$ cat src/rtl/pdm_cic_pkg.sv
// Shared helpers for the PDM -> CIC serializers: width derivation and
// bit-vector utilities used on the channel-pending mask.
package pdm_cic_pkg;

  localparam int MAX_MICS = 64;

  typedef logic [MAX_MICS-1:0] mic_vec_t;

  function automatic int cic_bits(input int bytes);
    return bytes * 8;
  endfunction

  function automatic int id_bits(input int n);
    return (n <= 2) ? 1 : $clog2(n);
  endfunction

  // Index of the lowest set bit; 0 for an all-zero vector.
  function automatic int lowest_set(input mic_vec_t v);
    int idx;
    idx = 0;
    for (int i = MAX_MICS - 1; i >= 0; i--)
      if (v[i]) idx = i;
    return idx;
  endfunction

  function automatic logic is_onehot(input mic_vec_t v);
    return (v != '0) && ((v & (v - mic_vec_t'(1))) == '0);
  endfunction

endpackage

$ cat src/rtl/skidbuf.sv
// One-deep output register plus skid register; s_ready is registered so the
// upstream ready path never sees downstream combinational logic.
module skidbuf #(
  parameter int BITS = 8
) (
  input  logic            clk,
  input  logic            rst,
  input  logic            s_valid,
  output logic            s_ready,
  input  logic [BITS-1:0] s_data,
  output logic            m_valid,
  input  logic            m_ready,
  output logic [BITS-1:0] m_data
);

  logic            skid_valid;
  logic [BITS-1:0] skid_data;
  logic            s_hs;

  assign s_hs = s_valid && s_ready;

  always_ff @(posedge clk) begin
    if (rst) begin
      m_valid    <= 1'b0;
      m_data     <= '0;
      skid_valid <= 1'b0;
      skid_data  <= '0;
      s_ready    <= 1'b0;
    end else if (m_ready || !m_valid) begin
      // s_ready was low whenever skid_valid is set, so no beat is lost here
      if (skid_valid) begin
        m_valid    <= 1'b1;
        m_data     <= skid_data;
        skid_valid <= 1'b0;
      end else begin
        m_valid <= s_hs;
        if (s_hs) m_data <= s_data;
      end
      s_ready <= 1'b1;
    end else if (s_hs) begin
      skid_valid <= 1'b1;
      skid_data  <= s_data;
      s_ready    <= 1'b0;
    end else begin
      s_ready <= !skid_valid;
    end
  end

endmodule

$ cat src/rtl/pdm_cic_masked_serializer.sv
// PDM word -> per-enabled-channel CIC sample stream with run-time channel mask.
// Define PDM_CIC_TUSER_EN to drive m_axis_tuser with the channel index.
module pdm_cic_masked_serializer
  import pdm_cic_pkg::*;
#(
  parameter int NUM_MICS       = 8,
  parameter int CIC_BYTES      = 1,
  parameter int CIC_BITS       = cic_bits(CIC_BYTES),
  parameter int OUT_ZERO_VALUE = -1,
  parameter int OUT_ONE_VALUE  = 1,
  parameter int ID_BITS        = id_bits(NUM_MICS)
) (
  input  logic                clk,
  input  logic                rst,
  input  logic [NUM_MICS-1:0] ch_mask,
  input  logic                s_axis_tvalid,
  output logic                s_axis_tready,
  input  logic [NUM_MICS-1:0] s_axis_tdata,
  output logic                m_axis_tvalid,
  input  logic                m_axis_tready,
  output logic [CIC_BITS-1:0] m_axis_tdata,
  output logic [ID_BITS-1:0]  m_axis_tuser,
  output logic                m_axis_tlast,
  output logic [15:0]         empty_words
);

  localparam logic [CIC_BITS-1:0] ONE_V  = CIC_BITS'(OUT_ONE_VALUE);
  localparam logic [CIC_BITS-1:0] ZERO_V = CIC_BITS'(OUT_ZERO_VALUE);

  logic                sk_valid;
  logic                sk_ready;
  logic [NUM_MICS-1:0] sk_data;

  skidbuf #(.BITS(NUM_MICS)) u_skid (
    .clk     (clk),
    .rst     (rst),
    .s_valid (s_axis_tvalid),
    .s_ready (s_axis_tready),
    .s_data  (s_axis_tdata),
    .m_valid (sk_valid),
    .m_ready (sk_ready),
    .m_data  (sk_data)
  );

  logic [NUM_MICS-1:0] word;
  logic [NUM_MICS-1:0] pend;
  logic [NUM_MICS-1:0] src_word;
  logic [NUM_MICS-1:0] src_mask;
  logic [NUM_MICS-1:0] low;
  logic                busy;
  logic                last_pend;
  logic                advance;
  logic                load;
  logic                emit;
  logic                bit_v;
  logic                is_last;

  assign busy      = |pend;
  assign last_pend = is_onehot(mic_vec_t'(pend));
  assign advance   = m_axis_tready || !m_axis_tvalid;
  // A new word loads while the previous word's final channel goes out
  assign load      = advance && sk_valid && (!busy || last_pend);
  assign emit      = advance && (busy || (sk_valid && (|ch_mask)));
  assign sk_ready  = load;

  // When idle the first channel is taken straight from the incoming word
  assign src_word = busy ? word : sk_data;
  assign src_mask = busy ? pend : ch_mask;
  assign low      = src_mask & (~src_mask + NUM_MICS'(1));
  assign bit_v    = |(src_word & low);
  assign is_last  = (src_mask & ~low) == '0;

  always_ff @(posedge clk) begin
    if (rst) begin
      m_axis_tvalid <= 1'b0;
      m_axis_tdata  <= '0;
      m_axis_tlast  <= 1'b0;
      word          <= '0;
      pend          <= '0;
      empty_words   <= '0;
    end else if (advance) begin
      m_axis_tvalid <= emit;
      if (emit) begin
        m_axis_tdata <= bit_v ? ONE_V : ZERO_V;
        m_axis_tlast <= is_last;
      end
      if (load) begin
        word <= sk_data;
        pend <= busy ? ch_mask : (ch_mask & ~low);
        if (ch_mask == '0 && empty_words != 16'hFFFF)
          empty_words <= empty_words + 16'd1;
      end else if (emit) begin
        pend <= pend & ~low;
      end
    end
  end

`ifdef PDM_CIC_TUSER_EN
  logic [ID_BITS-1:0] tuser_q;

  always_ff @(posedge clk) begin
    if (rst)
      tuser_q <= '0;
    else if (emit)
      tuser_q <= ID_BITS'(lowest_set(mic_vec_t'(src_mask)));
  end

  assign m_axis_tuser = tuser_q;
`else
  assign m_axis_tuser = '0;
`endif

endmodule

$ cat config.mk
export PLATFORM = sky130hd
export DESIGN_NAME = pdm_cic_masked_serializer
export DESIGN_NICKNAME = d
export VERILOG_FILES = /design/src/rtl/pdm_cic_pkg.sv /design/src/rtl/skidbuf.sv /design/src/rtl/pdm_cic_masked_serializer.sv
export SDC_FILE = /design/constraint.sdc
export NUM_CORES = 1
export LEC_CHECK = 0
export CORE_ASPECT_RATIO = 1.1
export CORE_UTILIZATION = 59
export CTS_BUF_LIST = sky130_fd_sc_hd__clkbuf_4 sky130_fd_sc_hd__clkbuf_8
export DETAILED_ROUTE_END_ITERATION = 8
export GPL_TIMING_DRIVEN = 0
export PLACE_DENSITY = 0.9
export SLEW_MARGIN = 30
export SYNTH_ARGS = -nofsm -noshare
export SYNTH_HDL_FRONTEND = slang
export SYNTH_SLANG_ARGS = --single-unit
$ cat constraint.sdc
create_clock -name clk -period 4.2 [get_ports clk]
set_clock_uncertainty 0.15 [all_clocks]
set_input_delay 0.84 -clock clk [delete_from_list [all_inputs] [get_ports clk]]
set_output_delay 0.84 -clock clk [all_outputs]
set_load 0.005 [all_outputs]
; Yosys cells after proc, flatten, opt, wreduce, memory -nomap -nowiden
; Index checks and enable logic that the tools add are counted.
[op_classes]
add_sub_neg = 3
n_eq_ne = 1
n_mux = 11
bitwise = 9
n_reduce_logical = 31
[ops]
columns = operator, count
row1 = $and 8x64->64, 1
row2 = $logic_not 64->1, 1
row3 = $mux 8, 8
row4 = $and 8x8->8, 5
row5 = $reduce_or 8->1, 3
row6 = $add 16x1->16 const B, 1
row7 = $logic_not 8->1, 2
row8 = $ne 16x16->1 const B, 1
row9 = $not 8->8, 2
row10 = $reduce_and 2->1, 5
row11 = $sub 8x1->9 const B, 1
row12 = $add 8x1->8 const B, 1
row13 = $reduce_bool 8->1, 1
row14 = $logic_and 1x1->1, 7
row15 = $logic_not 1->1, 4
row16 = $logic_or 1x1->1, 4
row17 = $reduce_bool 2->1, 2
row18 = $mux 1, 3
row19 = $reduce_and 3->1, 1
row20 = $reduce_or 2->1, 1
row21 = $not 1->1, 1
[word_totals]
ff_bits = 61
inputBits = 20
out_inout_bits = 30
wordCells = 66

; Longest topological paths before layout
[depth]
depth_word = 9
ltp_mapped = 10
mapped_depth_nobuf = 7

; Hierarchy
; From an unflattened synthesis, not the netlist that was laid out.
[unflattened]
hier_cells = 370
hier_area_um2 = 3149.3
[by_module_without_submodules]
columns = mod, n_inst, cells_each, area_each_um2
row1 = pdm_cic_masked_serializer, 1, 287, 2299.7
row2 = skidbuf, 1, 83, 849.6

; Worst setup path after synthesis
; No wires, ideal clock.
[synth_path]
kind = in2reg
start = input port ch_mask[3]
end = register empty_words[13]
setup_time_ns = 0.132
arrival_ns = 2.532
required_ns = 3.918
slack_ns = 1.386
stages = 9
path_buffers = 3
cell_sequence = clkbuf_1 -> or4_1 -> nor3_1 -> o31a_1 -> nand3_4 -> buf_6 -> buf_2 -> o31ai_1 -> a21oi_1
[synth_via]
elab_chain_cells = 3
[synth_rtl]
columns = element, line_no
row1 = from (decl), pdm_cic_masked_serializer.sv:15  ; input logic [NUM_MICS-1:0] ch_mask,
row2 = $logic_not 8->1, pdm_cic_masked_serializer.sv:90  ; if (ch_mask == '0 && empty_words != 16'hFFFF)
row3 = $logic_and 1x1->1, pdm_cic_masked_serializer.sv:90
row4 = $reduce_and 3->1 (no source line), n/a
row5 = to (signal assigned), pdm_cic_masked_serializer.sv:91  ; empty_words <= empty_words + 16'd1;
row6 = to (decl), pdm_cic_masked_serializer.sv:24  ; output logic [15:0] empty_words
; Every way passes these cells.
; A chain may end at the register's enable or synchronous reset.

; Final worst setup path
[layout_path]
start = input port ch_mask[5]
end = register empty_words[13]
; The elaborated chain is that of the path after synthesis.

==> metrics <==
outcome finished, final reports clean; achievable frequency 299 MHz; unrepaired setup endpoints after global routing false; critical path arrival 3.37 ns; first-iteration detailed-routing DRC count 352; maximum fanout along the worst path 10; net count reported at finish 416; total cell area at the placement stage 3440 sq um; fraction of the cycle the final worst path needs 0.796; number of failing setup endpoints in the final timing report 0; Resized Gates After CTS 0; number of setup buffers added after CTS 0; worst IR drop on VDD 307 uV; timing startpoint of the critical path ch_mask[5]; most used cells in the layout excluding fill and tap cells sky130_fd_sc_hd__dfxtp_1 (55), sky130_fd_sc_hd__clkdlybuf4s50_1 (44), sky130_fd_sc_hd__a21oi_1 (43); Seq/Total Area, Yosys 0.377; clock-pin slew on the worst setup and hold paths 0.10 ns; worst setup margin 0.858 ns; core utilization of the finished layout 0.749; Hold Path Stages 2; initial core utilization 0.620; Top-Level Pins 50; kind of end point of the critical path flip-flop; overall die width 69.1 um; number of fill cells 358; power per unit of standard cell area 337 nW/um^2; CTS root buffer sky130_fd_sc_hd__clkbuf_8; number of hold buffers added after CTS 0; Pre-antenna DRT Iters 5; number of placed cells counting well taps 444; Die Span Y 75.8 um; floorplan die area 5240 sq um; Clock Sinks 55; via count 2904; critical path startpoint category input port; hold worst-path end word[4]; post-detailed-route wirelength per cell 16.4 um; final instance area 3530 sq um; final hold slack 0.314 ns; number of global-route vias before repair 2591; reg-to-reg slack, setup 1.25 ns; Post-synth ARST share 0; Place WS 0.558 ns; DRT Wirelength 7400 um; reg-to-reg critical path startpoint pend[6]; core footprint 4720 sq um; Overall Power 1.19 mW; Max-Cap Viols 0; first-pass GRT wire length 11900 um; most used flip-flop cell after synthesis sky130_fd_sc_hd__dfxtp_1; type of the worst min-delay path flip-flop to flip-flop; count of buffers inserted at the top-level ports 44; non-filler instance count after layout 452; library cells used by synthesis 58; worst-skew pair later-pin latency 0.31 ns; all-layer global routing usage 0.284; mapped cell area 2920 sq um; count of state elements after synthesis 55; source of the worst hold timing path word[4]; detailed-placement wirelength estimate 5420 um; Via density 6.42; htree depth 2; number of antenna cells inserted 0; capture instance of the worst register-to-register path m_axis_tdata[6]; pins over their slew limit 0; WS Path Type input port to flip-flop; synthesized area per cell 8.55 sq um; worst slew margin relative to its limit 0.568; logic depth of the worst register-to-register path 8; DRC violation count after routing 0; area delta synth->final 20.9%; Static Leakage 1.17 nW; Final Hold Violating Endpoints 0; WP data required 4.23 ns; most common cell after layout, fill and taps aside sky130_fd_sc_hd__dfxtp_1; TritonCTS clock tree built; cell row count 26; number of warnings issued by yosys 0; Synth Instances 342; routability cong. 0.909; clock buffers created by TritonCTS 5; number of antenna violations at the first check in global routing 0; fin crit period 3.34 ns; aggregate global routing overflow 0; maximum number of pins on one net before global-route repair 19; count of flip-flops with a built-in enable after synthesis 0; Setup Total Neg Slack 0 ns; share of final-layout standard cells stronger than drive strength 1 0.104; slew at the pin with the worst max-slew slack 0.649 ns; DRT antenna net count 0; maximum buffer depth of the clock tree 2
[Yosys cell counts (all sizes together) (2+ instances only)]
master	count	area, sq um
dfxtp	55	1100
a21oi	44	224
nand2	31	116
nor2	28	113
buf	21	148
mux2i	18	180
clkbuf	13	48.8
o21ai	13	65.1
or4	12	93.8
nand3	11	67.6
a311oi	9	78.8
o31ai	9	67.6
or3	8	50.1
nor3	7	46.3
o211ai	6	45.0
a32oi	5	43.8
a21o	4	30.0
nand4	4	25.0
a32o	3	30.0
inv	3	11.3
o31a	3	26.3
or2	3	18.8
a2111oi	2	17.5
a31o	2	17.5
a31oi	2	12.5
and3	2	12.5
nor2b	2	12.5
o32ai	2	36.3
xor2	2	17.5
[routing by layer]
metal	global-route usage	wire length, um
met1	0.345	3090
met2	0.512	3610
met3	0.0410	455
met4	0.125	248
met5	0	0
[flip-flops by register name, indices dropped and copies added, names as in the netlist, 2 cells and up]
register,count
m_axis_tdata,2
empty_words,16
u_skid.skid_data,8
u_skid.m_data,8
word,8
pend,8
[critical path: stages]
cell	delay, ns
sky130_fd_sc_hd__clkdlybuf4s50_1	0.50
sky130_fd_sc_hd__or4_1	0.64
sky130_fd_sc_hd__nor3_1	0.27
sky130_fd_sc_hd__o31a_1	0.28
sky130_fd_sc_hd__nand3_4	0.13
sky130_fd_sc_hd__buf_6	0.18
sky130_fd_sc_hd__buf_2	0.19
sky130_fd_sc_hd__o31ai_1	0.25
sky130_fd_sc_hd__a21oi_1	0.09
[where the power goes]
part | switching, mW | internal (mW)
registers | 0.0230 | 0.545
logic | 0.161 | 0.160
clock network | 0.182 | 0.120
total | 0.367 | 0.825
[worst max path at each step]
stage               cells after the start         endpoint
global route                            9  empty_words[13]
floorplan                               9  empty_words[13]
detailed placement                      9  empty_words[13]
CTS                                     9  empty_words[13]
global placement                        9  empty_words[13]
finish                                  9  empty_words[13]
[area by class of cell]
cell class,instances,area [sq um],share of cell area
multi-input combinational,252,1620,0.459
sequential,55,1100,0.312
timing repair buffer,44,440,0.125
buffer,34,196,0.0556
tap,56,70.1,0.0198
clock buffer,5,68.8,0.0195
clock inverter,3,25.0,0.00708
inverter,3,11.3,0.00319
[cells by family after synthesis]
group / Yosys count / share of synthesized area
AOI/OAI and AO/OA: 113 / 0.269
and+or+nand+nor: 112 / 0.199
DFF: 55 / 0.377
buffers and inverters: 37 / 0.0711
muxes: 19 / 0.0655
xor gates and xnor gates: 3 / 0.00899
adders and majority gates: 2 / 0.00813
other: 1 / 0.00128
Note: power is estimated with default switching activity, not from simulation.
